### src/rtl/reg_xfer_pkg.sv
// Shared types and constants for the register-to-register transfer sequencer.
package reg_xfer_pkg;

  typedef enum logic [2:0] {
    ST_IDLE,
    ST_RD_A,
    ST_RD_B,
    ST_WR_A,
    ST_WR_B,
    ST_DONE,
    ST_ERR
  } state_e;

  localparam logic OP_MOV  = 1'b0;
  localparam logic OP_XCHG = 1'b1;

  localparam logic [1:0] MASK_WORD = 2'b11;
  localparam logic [1:0] MASK_HI   = 2'b10;
  localparam logic [1:0] MASK_LO   = 2'b01;

  localparam logic [2:0] REG_AX = 3'd0;
  localparam logic [2:0] REG_CX = 3'd1;
  localparam logic [2:0] REG_DX = 3'd2;
  localparam logic [2:0] REG_BX = 3'd3;
  localparam logic [2:0] REG_SP = 3'd4;
  localparam logic [2:0] REG_BP = 3'd5;
  localparam logic [2:0] REG_SI = 3'd6;
  localparam logic [2:0] REG_DI = 3'd7;

  typedef struct packed {
    logic       op;
    logic       size;
    logic [2:0] src;
    logic       src_hi;
    logic [2:0] dst;
    logic       dst_hi;
  } cmd_t;

  // Only AX..BX have addressable byte halves.
  function automatic logic byte_reg_ok(input logic [2:0] idx);
    return (idx <= REG_BX);
  endfunction

endpackage

### src/rtl/reg_byte_align.sv
// Aligns a captured operand for write-back: word pass-through or byte
// extraction replicated into both halves with a single-half write mask.
module reg_byte_align
  import reg_xfer_pkg::*;
(
  input  logic [15:0] tmp,
  input  logic        size,
  input  logic        hi_from,
  input  logic        hi_to,
  output logic [15:0] wr_data,
  output logic [1:0]  wr_mask
);

  logic [7:0] b;

  always_comb begin
    b       = hi_from ? tmp[15:8] : tmp[7:0];
    wr_data = '0;
    wr_mask = '0;
    if (size) begin
      wr_data = tmp;
      wr_mask = MASK_WORD;
    end else begin
      wr_data = {b, b};
      wr_mask = hi_to ? MASK_HI : MASK_LO;
    end
  end

endmodule

### src/rtl/reg_xfer_ctrl.sv
// MOV/XCHG sequencer between decode and the register file: reads both
// operands through the read mux before issuing byte-masked write-backs.
module reg_xfer_ctrl
  import reg_xfer_pkg::*;
(
  input  logic        clk,
  input  logic        rst,
  input  logic        cmd_valid,
  output logic        cmd_ready,
  input  logic        cmd_op,
  input  logic        cmd_size,
  input  logic [2:0]  cmd_src,
  input  logic        cmd_src_hi,
  input  logic [2:0]  cmd_dst,
  input  logic        cmd_dst_hi,
  output logic [2:0]  rd_sel,
  output logic        rd_size,
  output logic        rd_hi,
  input  logic [15:0] rd_data,
  output logic        wr_en,
  output logic [2:0]  wr_sel,
  output logic [15:0] wr_data,
  output logic [1:0]  wr_mask,
  output logic        done,
  output logic        err
);

  state_e      state_q, state_d;
  cmd_t        cmd_q, cmd_d;
  logic [15:0] tmp_a_q, tmp_a_d;
  logic [15:0] tmp_b_q, tmp_b_d;

  logic [15:0] al_tmp;
  logic        al_hi_from;
  logic        al_hi_to;
  logic [15:0] al_data;
  logic [1:0]  al_mask;
  logic        accept;

  // Ready is gated by rst so it reads low for the whole reset window.
  assign cmd_ready = (state_q == ST_IDLE) && !rst;
  assign accept    = cmd_valid && cmd_ready;

  always_ff @(posedge clk or posedge rst) begin
    if (rst) begin
      state_q <= ST_IDLE;
      cmd_q   <= '0;
      tmp_a_q <= '0;
      tmp_b_q <= '0;
    end else begin
      state_q <= state_d;
      cmd_q   <= cmd_d;
      tmp_a_q <= tmp_a_d;
      tmp_b_q <= tmp_b_d;
    end
  end

  always_comb begin
    state_d = state_q;
    cmd_d   = cmd_q;
    tmp_a_d = tmp_a_q;
    tmp_b_d = tmp_b_q;
    rd_sel  = '0;
    rd_size = 1'b0;
    rd_hi   = 1'b0;
    wr_en   = 1'b0;
    wr_sel  = '0;
    done    = 1'b0;
    err     = 1'b0;

    unique case (state_q)
      ST_IDLE: begin
        if (accept) begin
          cmd_d.op     = cmd_op;
          cmd_d.size   = cmd_size;
          cmd_d.src    = cmd_src;
          cmd_d.src_hi = cmd_src_hi;
          cmd_d.dst    = cmd_dst;
          cmd_d.dst_hi = cmd_dst_hi;
          if (!cmd_size && !(byte_reg_ok(cmd_src) && byte_reg_ok(cmd_dst)))
            state_d = ST_ERR;
          else
            state_d = ST_RD_A;
        end
      end
      ST_RD_A: begin
        rd_sel  = cmd_q.src;
        rd_size = cmd_q.size;
        rd_hi   = cmd_q.src_hi;
        tmp_a_d = rd_data;
        state_d = (cmd_q.op == OP_XCHG) ? ST_RD_B : ST_WR_A;
      end
      ST_RD_B: begin
        rd_sel  = cmd_q.dst;
        rd_size = cmd_q.size;
        rd_hi   = cmd_q.dst_hi;
        tmp_b_d = rd_data;
        state_d = ST_WR_A;
      end
      ST_WR_A: begin
        wr_en   = 1'b1;
        wr_sel  = cmd_q.dst;
        state_d = (cmd_q.op == OP_XCHG) ? ST_WR_B : ST_DONE;
      end
      ST_WR_B: begin
        wr_en   = 1'b1;
        wr_sel  = cmd_q.src;
        state_d = ST_DONE;
      end
      ST_DONE: begin
        done    = 1'b1;
        state_d = ST_IDLE;
      end
      ST_ERR: begin
        err     = 1'b1;
        state_d = ST_IDLE;
      end
      default: state_d = ST_IDLE;
    endcase
  end

  // One aligner shared by both write states; WR_B swaps operand roles.
  always_comb begin
    if (state_q == ST_WR_B) begin
      al_tmp     = tmp_b_q;
      al_hi_from = cmd_q.dst_hi;
      al_hi_to   = cmd_q.src_hi;
    end else begin
      al_tmp     = tmp_a_q;
      al_hi_from = cmd_q.src_hi;
      al_hi_to   = cmd_q.dst_hi;
    end
  end

  reg_byte_align u_align (
    .tmp     (al_tmp),
    .size    (cmd_q.size),
    .hi_from (al_hi_from),
    .hi_to   (al_hi_to),
    .wr_data (al_data),
    .wr_mask (al_mask)
  );

  assign wr_data = wr_en ? al_data : '0;
  assign wr_mask = wr_en ? al_mask : '0;

endmodule
### config.mk
export PLATFORM = sky130hd
export DESIGN_NAME = reg_xfer_ctrl
export DESIGN_NICKNAME = d
export VERILOG_FILES = /design/src/rtl/reg_xfer_pkg.sv /design/src/rtl/reg_byte_align.sv /design/src/rtl/reg_xfer_ctrl.sv
export SDC_FILE = /design/constraint.sdc
export NUM_CORES = 1
export LEC_CHECK = 0
export ABC_AREA = 1
export CAP_MARGIN = 20
export CORE_UTILIZATION = 40
export DETAILED_ROUTE_END_ITERATION = 10
export HOLD_SLACK_MARGIN = 0.12
export SYNTH_ARGS = -nofsm -noshare
export SYNTH_HDL_FRONTEND = slang
export SYNTH_HIERARCHICAL = 1
export SYNTH_SLANG_ARGS = --single-unit
### constraint.sdc
create_clock -name clk -period 1.9 [get_ports clk]
set_input_delay 0.38 -clock clk [delete_from_list [all_inputs] [get_ports clk]]
set_output_delay 0.38 -clock clk [all_outputs]
set_load 0.05 [all_outputs]
==> run_results.csv <==
group,metric,value,unit
outcome,status,"complete, but fails checks",
outcome,violations,"setup timing",
cells_and_area,fin_area,4580,um2
power_and_ir_drop,powerDensity,2040,nW/um2
routing,routed_wl,7140,um
cells_and_area,fin_util,0.664,
floorplanning,die_area,7600,um2
sta,setup_ws,-0.368,ns
critical_path,cp.required,1.52,ns
clock_network,cts_max_level,2,
global_route,antenna_found_initial,0,
sta,fin_hold_ws,0.487,ns
routing,drt_iter0_markers,84,
critical_path,critPathLaunchType,"flip-flop",
floorplanning,io_pins,59,
cells_and_area,area_delta_synth_final,57.8,%
clock_network,cts_made_buffers,5,
routing,vias_per_cell,4.59,
placed_design,place_inst,556,
synth,yosysUniqueCellTypes,32,
critical_path,cp.arrival,1.89,ns
placed_design,gp_congestion,0.818,
global_route,grt_pass1_wl,12700,um
clock_network,cts_tree,"built",
sta,tns,-7.54,ns
placed_design,numPortBuffers,58,
routing,drcViolationCount,0,
cells_and_area,instances_no_fill,574,
cells_and_area,final_common_cell,"nand2_1",
critical_path,crit_path_max_fanout,8,
synth,avgSynthCellArea,7.47,um2
placed_design,dpl_cell_area,4120,um2
routing,wl_met2,3580,um
floorplanning,core_region_area,6910,um2
synth,synthCells,389,
power_and_ir_drop,p_leak,2.21,nW
cells_and_area,nNetsFinal,507,
synth,synth_nets,418,
critical_path,critPathCaptureType,"primary output",
sta,finalCriticalPeriod,2.27,ns
sta,rsz0062_at_grt,"yes",
floorplanning,die_w,87.2,um
global_route,track_usage,0.216,
cells_and_area,antennaDiodeCount,0,
clock_network,insertion_delay,0.30,ns
routing,wl_met3,223,um
global_route,overflow,0,
sta,fin_skew,0.00792,ns
placed_design,dp_slack,-0.0608,ns
floorplanning,die_h,87.2,um
flow_run,maxCapViolCount,0,
synth,synthArstFlopShare,1.00,
cells_and_area,drive_gt1_frac,0.421,
power_and_ir_drop,vdd_ir_drop_max,1.15,mV
sta,final-max-slew-violation-count,0,
sta,max_slew.worst_pin.slew,0.303,ns
synth,syn_area,2900,um2
floorplanning,start_util,0.420,
routing,vias,2633,
critical_path,crit_slowest_cell,"dfrtp_2",
sta,timing.fmax,441,MHz
synth,synth_ff_type,"dfrtp_1",
critical_path,worstPathCellList,"nor2_4 > nand2_4 > o21ai_4 > buf_6 > inv_8 > nand2_2 > nand3_2 > nand2_2 > inv_2 > nor2_4 > buf_12",
global_route,grt_pass1_vias,2698,
sta,fin_crit_sh,1.19,
floorplanning,std_cell_rows,30,
synth,synth_seq_area_share,0.388,
cells_and_area,layout_common_cells,"nand2_1 (103), inv_1 (47), dfrtp_1 (43)",
clock_network,clk_pin_slew,0.08,ns
routing,routedWlPerCell,12.4,um
routing,dr.pass1.iters,4,
global_route,grt_max_degree,24,
synth,ys.warnings.count,6,
routing,ant_nets,0,
sta,finalSetupViolCount,28,
routing,wl_met1,3240,um
power_and_ir_drop,power,9.33,mW
sta,relSlewSlack,0.798,
critical_path,path_class,"reg -> out",
sta,hold_viol,0,
clock_network,clkSinkCount,45,
placed_design,hpwlAfterDp,5180,um
clock_network,clockRootBuffer,"clkbuf_8",
hold_path,hp-class,"reg -> reg",
synth,synth-edff-count,0,
routing,dr.max_layer_used,"met4",
synth,synth-seq-cells,45,
critical_path,max_stage_delay,0.44,ns
clock_network,clockBufferDepth,2,
-- path summary, 6_finish.rpt --
path | end | cells after the start | from | slack [ns]
setup / recovery | wr_data[12] | 11 | state_q[1] | -0.37
hold / removal | tmp_a_q[1] | 2 | tmp_a_q[1] | 0.49
setup reg to reg | tmp_a_q[7] | 8 | state_q[2] | 0.23
hold reg to reg | tmp_a_q[1] | 2 | tmp_a_q[1] | 0.49
max in group asynchronous | state_q[1] | 3 | rst | 0.95
min in group asynchronous | cmd_q[9] | 3 | rst | 0.70
-- synth_stat cells, types with 2 or more instances --
| cell | instances | area share |
|---|---|---|
| o21ai_0 | 23 | 0.040 |
| nand3_1 | 26 | 0.045 |
| nor3_1 | 2 | 0.0034 |
| o22ai_1 | 3 | 0.0065 |
| nand2_1 | 128 | 0.17 |
| o22ai_2 | 4 | 0.017 |
| buf_12 | 2 | 0.014 |
| dfrtp_1 | 45 | 0.39 |
| clkbuf_1 | 2 | 0.0026 |
| nor2_1 | 27 | 0.035 |
| buf_8 | 2 | 0.010 |
| nand2_2 | 11 | 0.024 |
| nand3_2 | 9 | 0.031 |
| inv_1 | 63 | 0.081 |
| o21ai_2 | 13 | 0.039 |
| buf_6 | 9 | 0.035 |
| inv_4 | 3 | 0.0065 |
| buf_2 | 3 | 0.0052 |
-- logic make-up after synthesis --
| logic type | Yosys count | share of synthesized area |
|---|---|---|
| simple gates | 211 | 0.343 |
| buf+inv | 88 | 0.163 |
| flops | 45 | 0.388 |
| compound gates | 45 | 0.107 |
-- final cells by class --
type                            count  area [um2]
Tap cell                           96         120
Clock buffer                        5        68.8
Multi-Input combinational cell    256        1650
Sequential cell                    45        1130
Fill cell                         597        2320
Clock inverter                      2        38.8
Inverter                           68         279
Timing Repair Buffer              102        1290
-- state kept, by name, indices dropped and copies added (netlist names) --
signal	count
cmd_q	10
state_q	3
tmp_a_q	16
tmp_b_q	16
-- where the power goes --
part	switching (mW)	total (mW)	internal, mW
sequential	0.295	1.73	1.43
clock	0.324	0.714	0.389
combinational	3.98	6.89	2.91
-- critical path, delay by kind of cell (launching register included) --
kind / cells / cell delay [ns]
AOI/OAI and AO/OA: 1 / 0.17
DFF: 1 / 0.44
buffers and inverters: 4 / 0.38
and+or+nand+nor: 6 / 0.59
-- metal layers --
metal	vias to the layer above	global-route usage
met5	-	0
met4	0	0.0686
met3	9	0.0303
met2	59	0.377
met1	1202	0.277
li1	1363	-
-- what timing repair did --
item                       4_1_cts  5_1_grt
hold buffers                     0        0
gates cloned                     1        0
setup buffers                    9        3
pin swaps                        7       28
setup endpoints to repair       27       30
resized for setup               55       28
No activity file was read; power rests on OpenSTA's default activity.
